[src/rtl/camera_pattern_source.sv]
// Synthetic camera transmitter: emits VSYNC/HREF framed YUV422 bytes of a selectable
// test pattern on the pixel clock, standing in for the image sensor during bring-up.
module camera_pattern_source #(
    parameter int H_ACTIVE    = 320,
    parameter int H_BLANK     = 144,
    parameter int V_ACTIVE    = 240,
    parameter int VSYNC_LINES = 3,
    parameter int V_BACK      = 17,
    parameter int V_FRONT     = 10
) (
    input  logic        cam_pclk,
    input  logic        nreset,
    input  logic        enable,
    input  logic [1:0]  pattern_sel,
    output logic        cam_vsync,
    output logic        cam_href,
    output logic [7:0]  cam_data,
    output logic        frame_start,
    output logic [15:0] frame_count
);

    localparam int LINE_BYTES = 2 * H_ACTIVE + H_BLANK;
    localparam int ACT_BYTES  = 2 * H_ACTIVE;
    localparam int BW         = $clog2(LINE_BYTES);
    localparam int MAX_VB     = (VSYNC_LINES > V_BACK) ? VSYNC_LINES : V_BACK;
    localparam int MAX_AF     = (V_ACTIVE > V_FRONT) ? V_ACTIVE : V_FRONT;
    localparam int MAX_LINES  = (MAX_VB > MAX_AF) ? MAX_VB : MAX_AF;
    localparam int LW         = (MAX_LINES > 1) ? $clog2(MAX_LINES) : 1;

    typedef enum logic [2:0] {
        ST_IDLE,
        ST_VSYNC,
        ST_BACK,
        ST_ACTIVE,
        ST_FRONT
    } state_t;

    state_t          r_state;
    logic [BW-1:0]   r_byte_cnt;
    logic [LW-1:0]   r_line_cnt;
    logic [1:0]      r_pattern;
    logic [7:0]      r_flat_y;

    logic            w_line_end;
    logic            w_last_line;
    logic            w_state_done;
    logic [7:0]      w_x;
    logic            w_y_b4;
    logic [7:0]      w_y_val;
    logic            w_vsync_next;
    logic            w_href_next;
    logic [7:0]      w_data_next;
    logic            w_fs_next;

    assign w_line_end   = (r_byte_cnt == BW'(LINE_BYTES - 1));
    assign w_state_done = w_line_end && w_last_line;

    // NOTE: every always_comb output gets a default before the case so no path infers a latch.
    always_comb begin
        w_last_line = 1'b0;
        case (r_state)
            ST_VSYNC:  w_last_line = (r_line_cnt == LW'(VSYNC_LINES - 1));
            ST_BACK:   w_last_line = (r_line_cnt == LW'(V_BACK - 1));
            ST_ACTIVE: w_last_line = (r_line_cnt == LW'(V_ACTIVE - 1));
            ST_FRONT:  w_last_line = (r_line_cnt == LW'(V_FRONT - 1));
            default:   w_last_line = 1'b0;
        endcase
    end

    // Pixel column and bit 4 of the active line index; both truncate safely for small geometries.
    assign w_x    = 8'(r_byte_cnt >> 1);
    assign w_y_b4 = ((r_line_cnt & LW'(16)) != '0);

    always_comb begin
        w_y_val = 8'h00;
        case (r_pattern)
            2'b00: w_y_val = w_x;
            2'b01: w_y_val = w_x[5] ? 8'hFF : 8'h00;
            2'b10: w_y_val = (w_x[4] ^ w_y_b4) ? 8'hFF : 8'h00;
            2'b11: w_y_val = r_flat_y;
            default: w_y_val = 8'h00;
        endcase
    end

    assign w_vsync_next = (r_state == ST_IDLE) || (r_state == ST_VSYNC);
    assign w_href_next  = (r_state == ST_ACTIVE) && (r_byte_cnt < BW'(ACT_BYTES));
    assign w_data_next  = !w_href_next  ? 8'h00 :
                          r_byte_cnt[0] ? 8'h80 : w_y_val;
    assign w_fs_next    = (r_state == ST_BACK) && (r_line_cnt == '0) && (r_byte_cnt == '0);

    // NOTE: sequential state uses non-blocking assignments so every register samples pre-edge values.
    always_ff @(posedge cam_pclk or negedge nreset) begin
        if (!nreset) begin
            r_state     <= ST_IDLE;
            r_byte_cnt  <= '0;
            r_line_cnt  <= '0;
            r_pattern   <= 2'b00;
            r_flat_y    <= 8'h00;
            cam_vsync   <= 1'b1;
            cam_href    <= 1'b0;
            cam_data    <= 8'h00;
            frame_start <= 1'b0;
            frame_count <= 16'h0000;
        end else begin
            cam_vsync   <= w_vsync_next;
            cam_href    <= w_href_next;
            cam_data    <= w_data_next;
            frame_start <= w_fs_next;

            // A frame completes exactly when the registered VSYNC goes back high.
            if (w_vsync_next && !cam_vsync) begin
                frame_count <= frame_count + 16'd1;
            end

            if (r_state == ST_IDLE) begin
                r_byte_cnt <= '0;
                r_line_cnt <= '0;
                if (enable) begin
                    r_state <= ST_VSYNC;
                end
            end else begin
                if (w_line_end) begin
                    r_byte_cnt <= '0;
                    r_line_cnt <= w_state_done ? '0 : r_line_cnt + LW'(1);
                end else begin
                    r_byte_cnt <= r_byte_cnt + BW'(1);
                end

                if (w_state_done) begin
                    case (r_state)
                        ST_VSYNC: begin
                            r_state   <= ST_BACK;
                            r_pattern <= pattern_sel;
                            r_flat_y  <= frame_count[7:0];
                        end
                        ST_BACK:   r_state <= ST_ACTIVE;
                        ST_ACTIVE: r_state <= ST_FRONT;
                        ST_FRONT:  r_state <= enable ? ST_VSYNC : ST_IDLE;
                        default:   r_state <= ST_IDLE;
                    endcase
                end
            end
        end
    end

endmodule

[config.mk]
export PLATFORM = sky130hd
export DESIGN_NAME = camera_pattern_source
export DESIGN_NICKNAME = d
export VERILOG_FILES = /design/src/rtl/camera_pattern_source.sv
export SDC_FILE = /design/constraint.sdc
export NUM_CORES = 1
export LEC_CHECK = 0
export BUFFER_PORTS_ARGS = -buffer_cell sky130_fd_sc_hd__buf_2
export CORE_MARGIN = 2
export CORE_UTILIZATION = 40
export CTS_BUF_LIST = sky130_fd_sc_hd__clkbuf_8 sky130_fd_sc_hd__clkbuf_16
export DETAILED_ROUTE_END_ITERATION = 12
export GPL_TIMING_DRIVEN = 0
export MAX_ROUTING_LAYER = met4
export PLACE_DENSITY = 0.64
export SLEW_MARGIN = 20
export SYNTH_ARGS = -nofsm -noshare
export SYNTH_HDL_FRONTEND = slang
export SYNTH_SLANG_ARGS = --single-unit
[constraint.sdc]
create_clock -name cam_pclk -period 5.4 [get_ports cam_pclk]
set_input_delay 1.08 -clock cam_pclk [delete_from_list [all_inputs] [get_ports cam_pclk]]
set_output_delay 1.08 -clock cam_pclk [all_outputs]
set_load 0.02 [all_outputs]
==> run_results.csv <==
group,metric,value,unit
floorplan,die_w,88.9,um
placed_design,detailedPlacementHpwl,4.00,mm
cts,hold_fix_buffers_cts,0,
cells_and_area,fill_cells,664,
worst_setup_path,worst-path-max-fanout,10,
synthesis,netlist.top_cell.by_area,"sky130_fd_sc_hd__dfrtp_1",
sta,fin_worst_skew,11.5,ps
cells_and_area,layout-drive-gt1-share,22.3,%
floorplan,num_io_pins,32,
placed_design,place_inst,408,
power_and_ir_drop,cell_pwr_density,254,nW/um^2
floorplan,die_boundary_height,88.9,um
placed_design,io_buffer_count,31,
global_routing,global_route.usage.total,16.7,%
worst_setup_path,timing.reg2reg.setup_slack,2940,ps
floorplan,coreArea,6870,um^2
min_path,timing.hold.worst_endpoint,"frame_count[15]",
global_routing,initial_antenna_violation_count,0,
sta,maxSlewViolCount,0,
floorplan,floorplan.initialDensity,42.0,%
sta,tightest_slew,717,ps
cts,htree_num_levels,3,
global_routing,grt_overflow_total,0,
cells_and_area,diodes,0,
sta,setup_repair_after_global_routing_missed_its_margin,"no",
outcome,run_status,"completed",
route,drt_drc_violations_left,0,
worst_setup_path,critical_path_class,"reg -> reg",
synthesis,synth.yosys.seq_area_share,50.4,%
min_path,hold_path.startpoint,"frame_count[15]",
floorplan,placementRows,30,
worst_setup_path,required,5620,ps
sta,fin_setup_tns,0,ps
power_and_ir_drop,irDropWorstVdd,0.101,mV
synthesis,postSynth.topFlopCell,"sky130_fd_sc_hd__dfrtp_1",
global_routing,first_global_vias,1932,
sta,hold_violations,0,
worst_setup_path,critical_path.reg2reg.startpoint,"r_byte_cnt[0]",
synthesis,dominant_cells_by_area_after_synthesis,"sky130_fd_sc_hd__dfrtp_1 (49%), sky130_fd_sc_hd__xnor2_1 (5.5%), sky130_fd_sc_hd__mux2_4 (4.7%)",
min_path,hold_path_depth,1,
cts,clock_latency,340,ps
route,route.vias.total,2148,
route,routed_via_density,5.07,
synthesis,postSynthAreaPerCell,10.3,um^2
min_path,min-delay-path-class,"reg -> reg",
cells_and_area,layout.nets,333,
synthesis,synth_cells,281,
worst_setup_path,cp.arrival,2670,ps
sta,fmaxAchievable,407,MHz
synthesis,synthesis.yosys.warnings,0,
synthesis,synth_top_area_share,49.5,%
power_and_ir_drop,p_leak,1.59,nW
cts,post_cts_resize_count,0,
cts,cts_tree,"yes",
synthesis,postSynthNetCount,291,
global_routing,first_pass_grt_wire_length,9.58,mm
cts,clock_tree.buffer_depth,2,
sta,setup_viol,0,
sta,layout_min_cycle_time,2460,ps
synthesis,synth-seq-cells,58,
cts,cts_inserted_buffers,9,
route,routed_wire_length_per_instance,13.9,um
worst_setup_path,timing.reg2reg.worst_path_depth,8,
route,drt-initial-drc-count,118,
synthesis,asyncSetResetFlopFracSynth,100,%
worst_setup_path,setup.worst_path.start_class,"flop",
cells_and_area,fin_cells,424,
worst_setup_path,timing.rr.end,"r_pattern[1]",
cts,postCtsSetupRepairBufs,0,
synthesis,netlist_top_cells_count,"sky130_fd_sc_hd__dfrtp_1 (57), sky130_fd_sc_hd__nand2_1 (25), sky130_fd_sc_hd__nand3_1 (22)",
flow_run,max_cap_viol_count,0,
sta,timing.slew.headroom,52.2,%
floorplan,die_area,7900,um^2
synthesis,synth_most_common_cell,"sky130_fd_sc_hd__dfrtp_1",
sta,finalCritPeriodShare,45.5,%
cells_and_area,layout_stage_area_growth_over_the_synthesis_result,16.4,%
route,wire_length_after_detailed_routing,5.88,mm
worst_setup_path,endpoint_kind,"flop",
synthesis,netlist_area,2880,um^2
synthesis,synth-edff-count,0,
global_routing,grt_start_max_net_pins,59,
synthesis,synth.lib_cells_used.distinct,45,
placed_design,gp_congestion,0.850,
cts,ctsRootBufferMaster,"sky130_fd_sc_hd__clkbuf_8",
cts,clk_pin_slew,70,ps
cts,clock_sink_count,58,
route,drt_antenna_net_count,0,
route,detail_route.first_pass.iterations,4,
[state kept, by name, indices dropped and copies added (netlist names)]
signal and flops:
r_pattern 2, r_state 3, r_line_cnt 8, cam_data 8
r_flat_y 8, frame_count 16, cam_href 1, cam_vsync 1
r_byte_cnt 10, frame_start 1
[cells in the final DEF, fill, tap and decap left out, drive strengths merged, types with 3 or more instances in the layout]
cell	instances
a31oi	3
inv	7
dfrtp	57
a21oi	15
clkinv	4
nand2b	5
xor2	7
o21ai	20
ha	5
nor3	7
nand4	4
clkbuf	18
nor2	21
nand2	25
and3	6
buf	37
and2	9
mux2	12
xnor2	18
or4	3
nand3	22
[how the worst max path moves through the flow]
| stage | from | end | depth (start not counted) |
|---|---|---|---|
| 2_1_floorplan | r_line_cnt[1] | r_flat_y[0] | 8 |
| 4_1_cts | r_byte_cnt[0] | r_pattern[1] | 8 |
| 3_5_place_dp | r_byte_cnt[0] | r_flat_y[5] | 8 |
| 5_1_grt | r_state[1] | frame_count[9] | 6 |
| 3_3_place_gp | r_byte_cnt[1] | r_flat_y[2] | 8 |
| 6_report | r_byte_cnt[0] | r_pattern[1] | 8 |
[cell type report]
cell class	count	area, um^2	area share [%]
inverter	6	22.5	0.671
clock inverter	6	57.6	1.72
sequential	58	1450	43.3
clock buffer	10	138	4.10
timing repair buffer	31	158	4.70
buffer	14	73.8	2.20
multi-input combinational	203	1330	39.7
tap	96	120	3.58
[report_power, final]
part,total [W],internal [W],switching [W]
registers,0.000436,0.000435,0.000000916
logic,0.0000176,0.00000458,0.0000131
clock network,0.000398,0.000222,0.000175
[worst max-delay path, cell delays in order, from the launching register on]
cell	delay (ps)
sky130_fd_sc_hd__dfrtp_1	460
sky130_fd_sc_hd__ha_1	220
sky130_fd_sc_hd__and3_1	250
sky130_fd_sc_hd__and3_1	180
sky130_fd_sc_hd__buf_2	190
sky130_fd_sc_hd__nand3_1	110
sky130_fd_sc_hd__or4_4	450
sky130_fd_sc_hd__buf_6	170
sky130_fd_sc_hd__mux2_4	300
[layer usage]
metal | up-vias | global-route usage, % | wire length [um] | part of all wire [%]
met5 | - | - | 0 | 0
met4 | 0 | 8.68 | 115 | 2.0
met3 | 10 | 3.60 | 205 | 3.5
met2 | 48 | 22.8 | 2610 | 44
met1 | 1026 | 23.2 | 2940 | 50
li1 | 1064 | - | - | -
[through the flow]
stage               hold WS, ps  power [W]  area, um^2  utilization [%]  worst slack [ps]
finish                      469   0.000851        3360             48.9              2940
global route                488   0.000884        3360             48.9              2790
CTS                         474   0.000865        3360             48.9              2930
floorplan                   474   0.000451        2880                -              3220
global placement            455   0.000462        3160             46.0              2990
detailed placement          460   0.000463        3160             46.0              2990
[logic make-up after synthesis]
group	share of synthesized area [%]
multiplexers	5.86
XOR/XNOR	7.60
adder cells (fa/ha/maj)	2.52
buffers and inverters	3.34
AND/OR/NAND/NOR	20.3
AO/OA/AOI/OAI	9.98
flip-flops	50.4
No activity file was read; power rests on OpenSTA's default activity.
